$ cat src/rtl/sign_narrower_pkg.sv
// rtl/sign_narrower_pkg.sv - shared widths, mode encodings and saturation constants for sign_narrower
package sign_narrower_pkg;

    localparam int IN_W_DEF  = 32;
    localparam int OUT_W_DEF = 16;
    localparam int DEPTH_DEF = 4;
    localparam int CNT_W_DEF = 16;

    localparam logic MODE_UNSIGNED = 1'b0;
    localparam logic MODE_SIGNED   = 1'b1;

    localparam logic [15:0] S16_MAX = 16'h7FFF;
    localparam logic [15:0] S16_MIN = 16'h8000;
    localparam logic [15:0] U16_MAX = 16'hFFFF;

endpackage

$ cat src/rtl/sign_narrower_narrow_check.sv
// rtl/sign_narrower_narrow_check.sv - combinational narrowing and fit detection; SIGN_NARROWER_SAT_EN selects saturation of lossy values
module narrow_check
    import sign_narrower_pkg::*;
#(
    parameter int IN_W  = IN_W_DEF,
    parameter int OUT_W = OUT_W_DEF
) (
    input  logic [IN_W-1:0]  in_data,
    input  logic             in_signed,
    output logic [OUT_W-1:0] out_data,
    output logic             out_fit
);

`ifdef SIGN_NARROWER_SAT_EN
    localparam bit SAT_EN = 1'b1;
`else
    localparam bit SAT_EN = 1'b0;
`endif

    logic fit_s;
    logic fit_u;

    always_comb begin
        // Signed fit needs the dropped bits plus the new sign bit to be a pure sign extension.
        fit_s = (in_data[IN_W-1:OUT_W-1] == '0) || (in_data[IN_W-1:OUT_W-1] == '1);
        fit_u = (in_data[IN_W-1:OUT_W] == '0);

        if (in_signed == MODE_UNSIGNED) begin
            out_fit = fit_u;
        end else begin
            out_fit = fit_s;
        end

        out_data = in_data[OUT_W-1:0];
        if (SAT_EN && !out_fit) begin
            if (in_signed == MODE_SIGNED) begin
                out_data = in_data[IN_W-1] ? OUT_W'(S16_MIN) : OUT_W'(S16_MAX);
            end else begin
                out_data = OUT_W'(U16_MAX);
            end
        end
    end

endmodule

$ cat src/rtl/sign_narrower.sv
// rtl/sign_narrower.sv - 32->16 narrowing stage with output FIFO and saturating lossy-value counter (SIGN_NARROWER_SAT_EN via narrow_check)
module sign_narrower
    import sign_narrower_pkg::*;
#(
    parameter int IN_W  = IN_W_DEF,
    parameter int OUT_W = OUT_W_DEF,
    parameter int DEPTH = DEPTH_DEF,
    parameter int CNT_W = CNT_W_DEF
) (
    input  logic             clk,
    input  logic             reset,
    input  logic             in_valid,
    output logic             in_ready,
    input  logic [IN_W-1:0]  in_data,
    input  logic             in_signed,
    output logic             out_valid,
    input  logic             out_ready,
    output logic [OUT_W-1:0] out_data,
    output logic             out_fit,
    output logic [CNT_W-1:0] ovf_count,
    input  logic             clr_count
);

    localparam int PTR_W = $clog2(DEPTH);
    localparam int OCC_W = $clog2(DEPTH + 1);
    localparam logic [OCC_W-1:0] OCC_FULL = OCC_W'(DEPTH);

    logic [OUT_W-1:0] data_mem_q [DEPTH];
    logic [OUT_W-1:0] data_mem_d [DEPTH];
    logic [DEPTH-1:0] fit_mem_q, fit_mem_d;
    logic [PTR_W-1:0] wr_ptr_q, wr_ptr_d;
    logic [PTR_W-1:0] rd_ptr_q, rd_ptr_d;
    logic [OCC_W-1:0] occ_q, occ_d;
    logic [CNT_W-1:0] ovf_q, ovf_d;

    logic [OUT_W-1:0] nar_data;
    logic             nar_fit;
    logic             push;
    logic             pop;

    narrow_check #(
        .IN_W  (IN_W),
        .OUT_W (OUT_W)
    ) u_check (
        .in_data   (in_data),
        .in_signed (in_signed),
        .out_data  (nar_data),
        .out_fit   (nar_fit)
    );

    always_comb begin
        // Full blocks input even when a pop happens this cycle: no pass-through on full.
        in_ready  = (occ_q != OCC_FULL);
        out_valid = (occ_q != '0);
        push      = in_valid && in_ready;
        pop       = out_valid && out_ready;

        data_mem_d = data_mem_q;
        fit_mem_d  = fit_mem_q;
        wr_ptr_d   = wr_ptr_q;
        rd_ptr_d   = rd_ptr_q;
        occ_d      = occ_q;
        ovf_d      = ovf_q;

        if (push) begin
            data_mem_d[wr_ptr_q] = nar_data;
            fit_mem_d[wr_ptr_q]  = nar_fit;
            wr_ptr_d             = wr_ptr_q + PTR_W'(1);
        end
        if (pop) begin
            rd_ptr_d = rd_ptr_q + PTR_W'(1);
        end
        if (push && !pop) begin
            occ_d = occ_q + OCC_W'(1);
        end else if (!push && pop) begin
            occ_d = occ_q - OCC_W'(1);
        end

        if (clr_count) begin
            ovf_d = '0;
        end else if (push && !nar_fit && (ovf_q != '1)) begin
            ovf_d = ovf_q + CNT_W'(1);
        end

        out_data  = out_valid ? data_mem_q[rd_ptr_q] : '0;
        out_fit   = out_valid && fit_mem_q[rd_ptr_q];
        ovf_count = ovf_q;
    end

    always_ff @(posedge clk) begin
        if (reset) begin
            for (int i = 0; i < DEPTH; i++) begin
                data_mem_q[i] <= '0;
            end
            fit_mem_q <= '0;
            wr_ptr_q  <= '0;
            rd_ptr_q  <= '0;
            occ_q     <= '0;
            ovf_q     <= '0;
        end else begin
            data_mem_q <= data_mem_d;
            fit_mem_q  <= fit_mem_d;
            wr_ptr_q   <= wr_ptr_d;
            rd_ptr_q   <= rd_ptr_d;
            occ_q      <= occ_d;
            ovf_q      <= ovf_d;
        end
    end

endmodule

$ cat config.mk
export PLATFORM = sky130hd
export DESIGN_NAME = sign_narrower
export DESIGN_NICKNAME = d
export VERILOG_FILES = /design/src/rtl/sign_narrower_pkg.sv /design/src/rtl/sign_narrower_narrow_check.sv /design/src/rtl/sign_narrower.sv
export SDC_FILE = /design/constraint.sdc
export NUM_CORES = 1
export LEC_CHECK = 0
export ABC_CLOCK_PERIOD_IN_PS = 2800
export BUFFER_PORTS_ARGS = -buffer_cell sky130_fd_sc_hd__buf_2
export CAP_MARGIN = 20
export CORE_AREA = 3 3 97 135
export DETAILED_ROUTE_END_ITERATION = 10
export DIE_AREA = 0 0 100 138
export PLACE_DENSITY = 0.53
export SETUP_SLACK_MARGIN = 0.02
export SKIP_LAST_GASP = 1
export SLEW_MARGIN = 20
export SYNTH_ARGS = -nofsm -noshare
export SYNTH_HDL_FRONTEND = slang
export SYNTH_SLANG_ARGS = --single-unit
$ cat constraint.sdc
create_clock -name clk -period 2.8 [get_ports clk]
set_input_delay 0.7 -clock clk [delete_from_list [all_inputs] [get_ports clk]]
set_output_delay 0.7 -clock clk [all_outputs]
set_load 0.03 [all_outputs]
Yosys cells after proc, flatten, opt, wreduce, memory -nomap -nowiden. Index checks and enable logic that the tools add are counted.

Logic and storage cells: 58. Output and inout port bits: 35. Bits in registers: 91. Input port bits: 38.

Equality and inequality tests: 3. Bitwise gates (word level): 2. Add/subtract/negate cells: 5. $lt $le $gt $ge: 6. Multiplexer cells: 15. Reductions and logical operators: 18.

Operators with widths (count): bitwise mux 64 bit (1); 2-to-1 mux 16 bit (4); binary-select mux 16 bit (select 2 bit) (1); demux 16 bit (select 2 bit) (1); == test 17 bit, second input constant (1); zero test 17 bit (1); adder 16 x 1 -> 16 bit, second input constant (1); zero test 16 bit (1); != test 16 bit, second input constant (1); logical AND 1 bit (9); greater-or-equal comparator 3 bit, second input constant (2); less-than comparator 2 x 3 -> 1 bit, second input constant (2); 2-to-1 mux 3 bit (2); inverter 2 -> 3 bit (2); adder 2 x 1 -> 2 bit, second input constant (2); bitwise mux 4 bit (1); adder 3 x 1 -> 3 bit, second input constant (1); zero test 1 bit (3); less-than comparator 3 x 1 -> 1 bit, second input constant (1); 2-to-1 mux 1 bit (3); != test 3 bit, second input constant (1); nonzero test 3 bit (1); subtractor 3 x 1 -> 3 bit, second input constant (1); binary-select mux 1 bit (select 2 bit) (1); 5 further kinds (5).

Depth between registers and ports, before layout.
Depth in word-level cells: 6. Mapped depth: 10. Mapped depth without buffers: 9.

Hierarchy. Synthesis repeated with hierarchy kept, for this count alone.

Cell total of the unflattened synthesis: 516. Area, all modules: 4376.7 um2.

By module, submodules not included: sign_narrower (cells each 488, area an instance 4179.0 um2, instances 1, sequential area each 1821.7 um2); narrow_check (cells each 28, area an instance 197.7 um2, instances 1, sequential area each 0.0 um2).

Worst setup path after synthesis. No wires, ideal clock.

Kind: register -> output. From: reg rd_ptr_q[0]. To: out out_data[10]. Path slack: 0.452 ns. Path buffers: 2. Arrival time: 1.648 ns. Cell stages (with the launch flop): 5. Path through: dfxtp_1 buf_2 buf_2 mux4_2 and2_1.

Cells in the longest elaborated chain, start to end: 5.

RTL lines: from (decl) (RTL line sign_narrower.sv:32) `logic [PTR_W-1:0] rd_ptr_q, rd_ptr_d;`; from (signal assigned) (RTL line sign_narrower.sv:104) `rd_ptr_q <= rd_ptr_d;`; inverter 2 -> 3 bit (not written as such) (RTL line sign_narrower.sv:85) `out_data = out_valid ? data_mem_q[rd_ptr_q] : '0;`; binary-select mux 16 bit (select 2 bit) (RTL line sign_narrower.sv:85); 2-to-1 mux 16 bit (not written as such) (2 in a row) (RTL line sign_narrower.sv:85); 2-to-1 mux 16 bit (RTL line sign_narrower.sv:85); to (decl) (RTL line sign_narrower.sv:18) `output logic [OUT_W-1:0] out_data,`.

No other way between the ends. The select of a mux whose other input is x is not followed.

Worst setup path after layout.
From: reg rd_ptr_q[0]. To: out out_data[7].

The elaborated chain is that of the path after synthesis.

==> results.txt <==
The run finished with clean final reports. Of the total synthesized cell area, the portion taken by XOR and XNOR cells is 1.90%. Global routing consumed, on the met2 layer, 29.1% of the routing resources.

Number of setup violations in the final report: 0. The run gives 11000 um as the sum of routed wire length over all layers. The headroom to the max-slew limit was 46.1%. For the max-capacitance violation count, the log shows 0. Measured along the x axis, the die boundary spans 100 um.

The tools report the arrival time at the worst endpoint as 1800 ps. The floorplan step defined a die boundary enclosing 13800 um2. The H-tree was split into 3 levels. STA classifies the critical path startpoint as a flip-flop. The tools report the DRC violation total after the first TritonRoute iteration as 179.

The most area-hungry cell type in the Yosys netlist is dfxtp_1. The run gives 340 ps as the latest clock arrival within the worst-skew pair. The most used flip-flop cell after synthesis is dfxtp_1.

The analysis attributes to cell leakage a power of 1.87 nW. The combinational cell fraction of total power was 29.3%; the fraction of the yosys area taken by sequential cells was 43.9%. The count of buffers added by post-CTS timing repair for setup was 0; the post-route fraction of the period consumed by the critical path was 89.2%.

Counting every instance in the synthesized netlist gives 490. Summing the areas of all fa, ha and maj instances in the mapped netlist gives 2.29% of the synthesized area. The top-level port count was 73. For this run, the number of Yosys warnings is 0. Each instance of the synthesized netlist takes up on average 8.47 um2.

The clock passes through at most 2 buffers. The clock skew was 6.42 ps. Summing the areas of all compound-gate instances in the mapped netlist gives 12.0% of the synthesized area. Net switching is 33.0% of the power. The internal power consumption came out at 2.58 mW. The first global-routing pass estimated 18200 um of wire. For the pin with the worst max-slew slack, the measured transition is 808 ps. The HPWL reported at the end of detailed placement was 7330 um. For this run, global-route usage on met3 was measured as 3.07%.

Of all flip-flops after synthesis, the portion carrying an async set or reset was 0%. 0 antenna diodes ended up in the layout. In this run the remaining antenna-violating nets after routing total 0. The number of nets handed over by synthesis was 535.

The tools report the fraction of the core area covered by cells at the end of the flow as 41.7%. The min-delay analysis places its worst path in the category reg2reg. The run gives 34.8% as the starting density of the core. After synthesis, the cell types taking the most area are dfxtp_1 (44%), nand2_1 (13%), mux4_2 (9.2%). The main combinational cell family by area after synthesis was simple AND/OR/NAND/NOR gates.

Global routing used 16.6% of the available tracks. Clock-pin slew was measured on the worst setup and hold paths at 60 ps. TritonCTS built the clock tree. The remaining routing DRC violations was 0. The share of cell area taken by muxes after synthesis is 9.94%, and the die boundary height is 138 um. The post-synthesis to final-layout area growth is 19.8%.

The post-detailed-route via-to-cell ratio is 5.17, and the global routing usage on met1 is 20.3%. The tree built by TritonCTS fans out to 91 sinks. The flop and latch count out of synthesis was 91; the number of max-slew violations in the final report was 0.

In the final routed layout, each cell accounts on average for 15.6 um. The root buffer cell chosen for the clock tree is clkbuf_16. After routing, the total negative slack on setup checks comes to 0 ps. In this run the tool buffered the top-level ports with 72 buffer cells. In this run the standard cell core region covers 11900 um2. The synthesized design contains 0 enable-type register cells. Clock power share: 32.1%.

The run gives 0.857 as the weighted congestion at the end of routability-driven global placement. The synthesized netlist devotes 25.9% of its cell area to simple gates. Setup repair after global routing left no endpoint under its margin. By startpoint and endpoint, the worst setup path is classified as reg2out.

For the fill cell instance count of the final layout, the log shows 1213. The worst path needs 2500 ps of the cycle, external delays included. The clock buffer count from CTS is 9, and the number of instances resized during post-cts repair is 0.

The logs give 1.27 mW for the net switching power and 603 for the post-layout net count. Number of antenna violations at the first check in global routing: 0. After global routing the overflow that remains totals 0.

In this run the core area contains 47 standard-cell rows. The type of destination of the critical path was a primary output. Along the worst path, the maximum fanout reaches 10. The power density over the cells is 775 nW/um2, and the count of endpoints failing hold in the final timing report is 0. The mapped netlist covers 4150 um2. On the worst path, the slowest cell contributes a delay of 540 ps.

IR analysis of the VDD net gives a maximum drop of 0.000361 V. The via count of the first global-routing pass came out at 3598. After global routing, the most crowded layer is met2.

The final route contains 3669 vias. The logs give 401 MHz for the highest clock frequency the design can meet and 76 for the largest net degree at the start of global routing. Worst path required time: 2100 ps. For this design, the CTS-stage hold fixing added 0 buffers.

The post-route netlist has 22.4% of its cells at a drive strength greater than 1. The run gives 4 as the number of detailed-route iterations in the first pass. In this run, distinct cell masters in the synthesized netlist total 40. The share of synthesized area in the top cell type comes to 43.9%. The portion of total power attributed to sequential cells came out at 38.6%. The signal on the critical path passes through buf_4 -> mux4_2 -> and2_1 -> buf_2. The largest individual stage delay along the critical path comes from the cell mux4_2.
==> metrics by stage <==
step           cell area, um2  power, mW  instances  hold slack [ps]  setup WS, ps
5_1_grt                  4970       4.06        710              475           228
6_report                 4970       3.85        710              453           303
3_5_place_dp             4670       2.66        694              445           327
2_1_floorplan            4150       2.29        490              433           452
4_1_cts                  4970       3.91        710              454           259
3_3_place_gp             4670       2.63        694              439           400
==> power by group through the flow <==
stage          sequential (mW)  clock [mW]  combinational (mW)
2_1_floorplan             1.49           0               0.800
3_3_place_gp              1.51           0                1.12
3_5_place_dp              1.51           0                1.15
4_1_cts                   1.49        1.28                1.15
5_1_grt                   1.50        1.32                1.24
6_report                  1.49        1.24                1.13
==> cells by family (layout without fill, tap and decap cells) <==
kind of cell / after synthesis / count (layout)
mux: 20 / 20
fa+ha+maj: 7 / 7
buf+inv: 38 / 111
compound gates: 92 / 92
flops: 91 / 91
xor+xnor: 9 / 9
simple gates: 233 / 233
==> cell usage after synthesis (all sizes together) (8+ instances only) <==
cell / number
nand2: 145
dfxtp: 91
a21oi: 75
clkbuf: 22
nor2: 20
and2: 18
mux4: 17
nand4: 12
or3: 10
inv: 9
xor2: 8
==> critical path: cells and delay by family (launching register included) <==
kind	cells	cell delay (ps)
buffers and inverters	2	420
flip-flops	1	330
multiplexers	1	540
AND/OR/NAND/NOR	1	170
==> worst paths after layout <==
kind                                             startpoint                     endpoint  slack [ps]  depth (start not counted)
worst min register to register  data_mem_q[35]$_SDFFE_PP0P_  data_mem_q[35]$_SDFFE_PP0P_         450                          2
worst max-delay path               rd_ptr_q[0]$_SDFFE_PP0P_                  out_data[7]         300                          4
worst max register to register        occ_q[0]$_SDFFE_PP0P_        occ_q[2]$_SDFFE_PP0P_         440                          9
worst min-delay path            data_mem_q[35]$_SDFFE_PP0P_  data_mem_q[35]$_SDFFE_PP0P_         450                          2
==> metal layers <==
layer  vias up  wire length (um)  part of all wire (%)
met5         -                 0                     0
met4         0               176                   1.6
met3        12               477                   4.3
met2        91              5670                    51
met1      1737              4730                    43
li1       1829                 -                     -
==> registers in the layout, summed over array words and instances (netlist names) <==
name        cells
ovf_count      16
occ_q           3
rd_ptr_q        2
data_mem_q     64
wr_ptr_q        2
fit_mem_q       4
==> area by class of cell <==
class | count | area [um2] | share of cell area (%)
Multi-Input combinational cell | 361 | 2160 | 43.5
Sequential cell | 91 | 1820 | 36.6
Timing Repair Buffer | 86 | 465 | 9.36
Clock buffer | 13 | 260 | 5.23
Tap cell | 147 | 184 | 3.70
Clock inverter | 3 | 46.3 | 0.931
Inverter | 9 | 33.8 | 0.679
==> placed cells by master (no fill, tap or decap), types with 9 or more instances in the layout <==
cell type  synthesis  layout
buf_2              6      72
nor2_1            20      20
nand4_1           11      11
buf_4              0      14
nand2_1          145     145
clkbuf_16          0       9
and2_1            18      18
mux4_2            17      17
dfxtp_1           91      91
a21oi_1           74      74
Note: power is estimated with default switching activity, not from simulation.
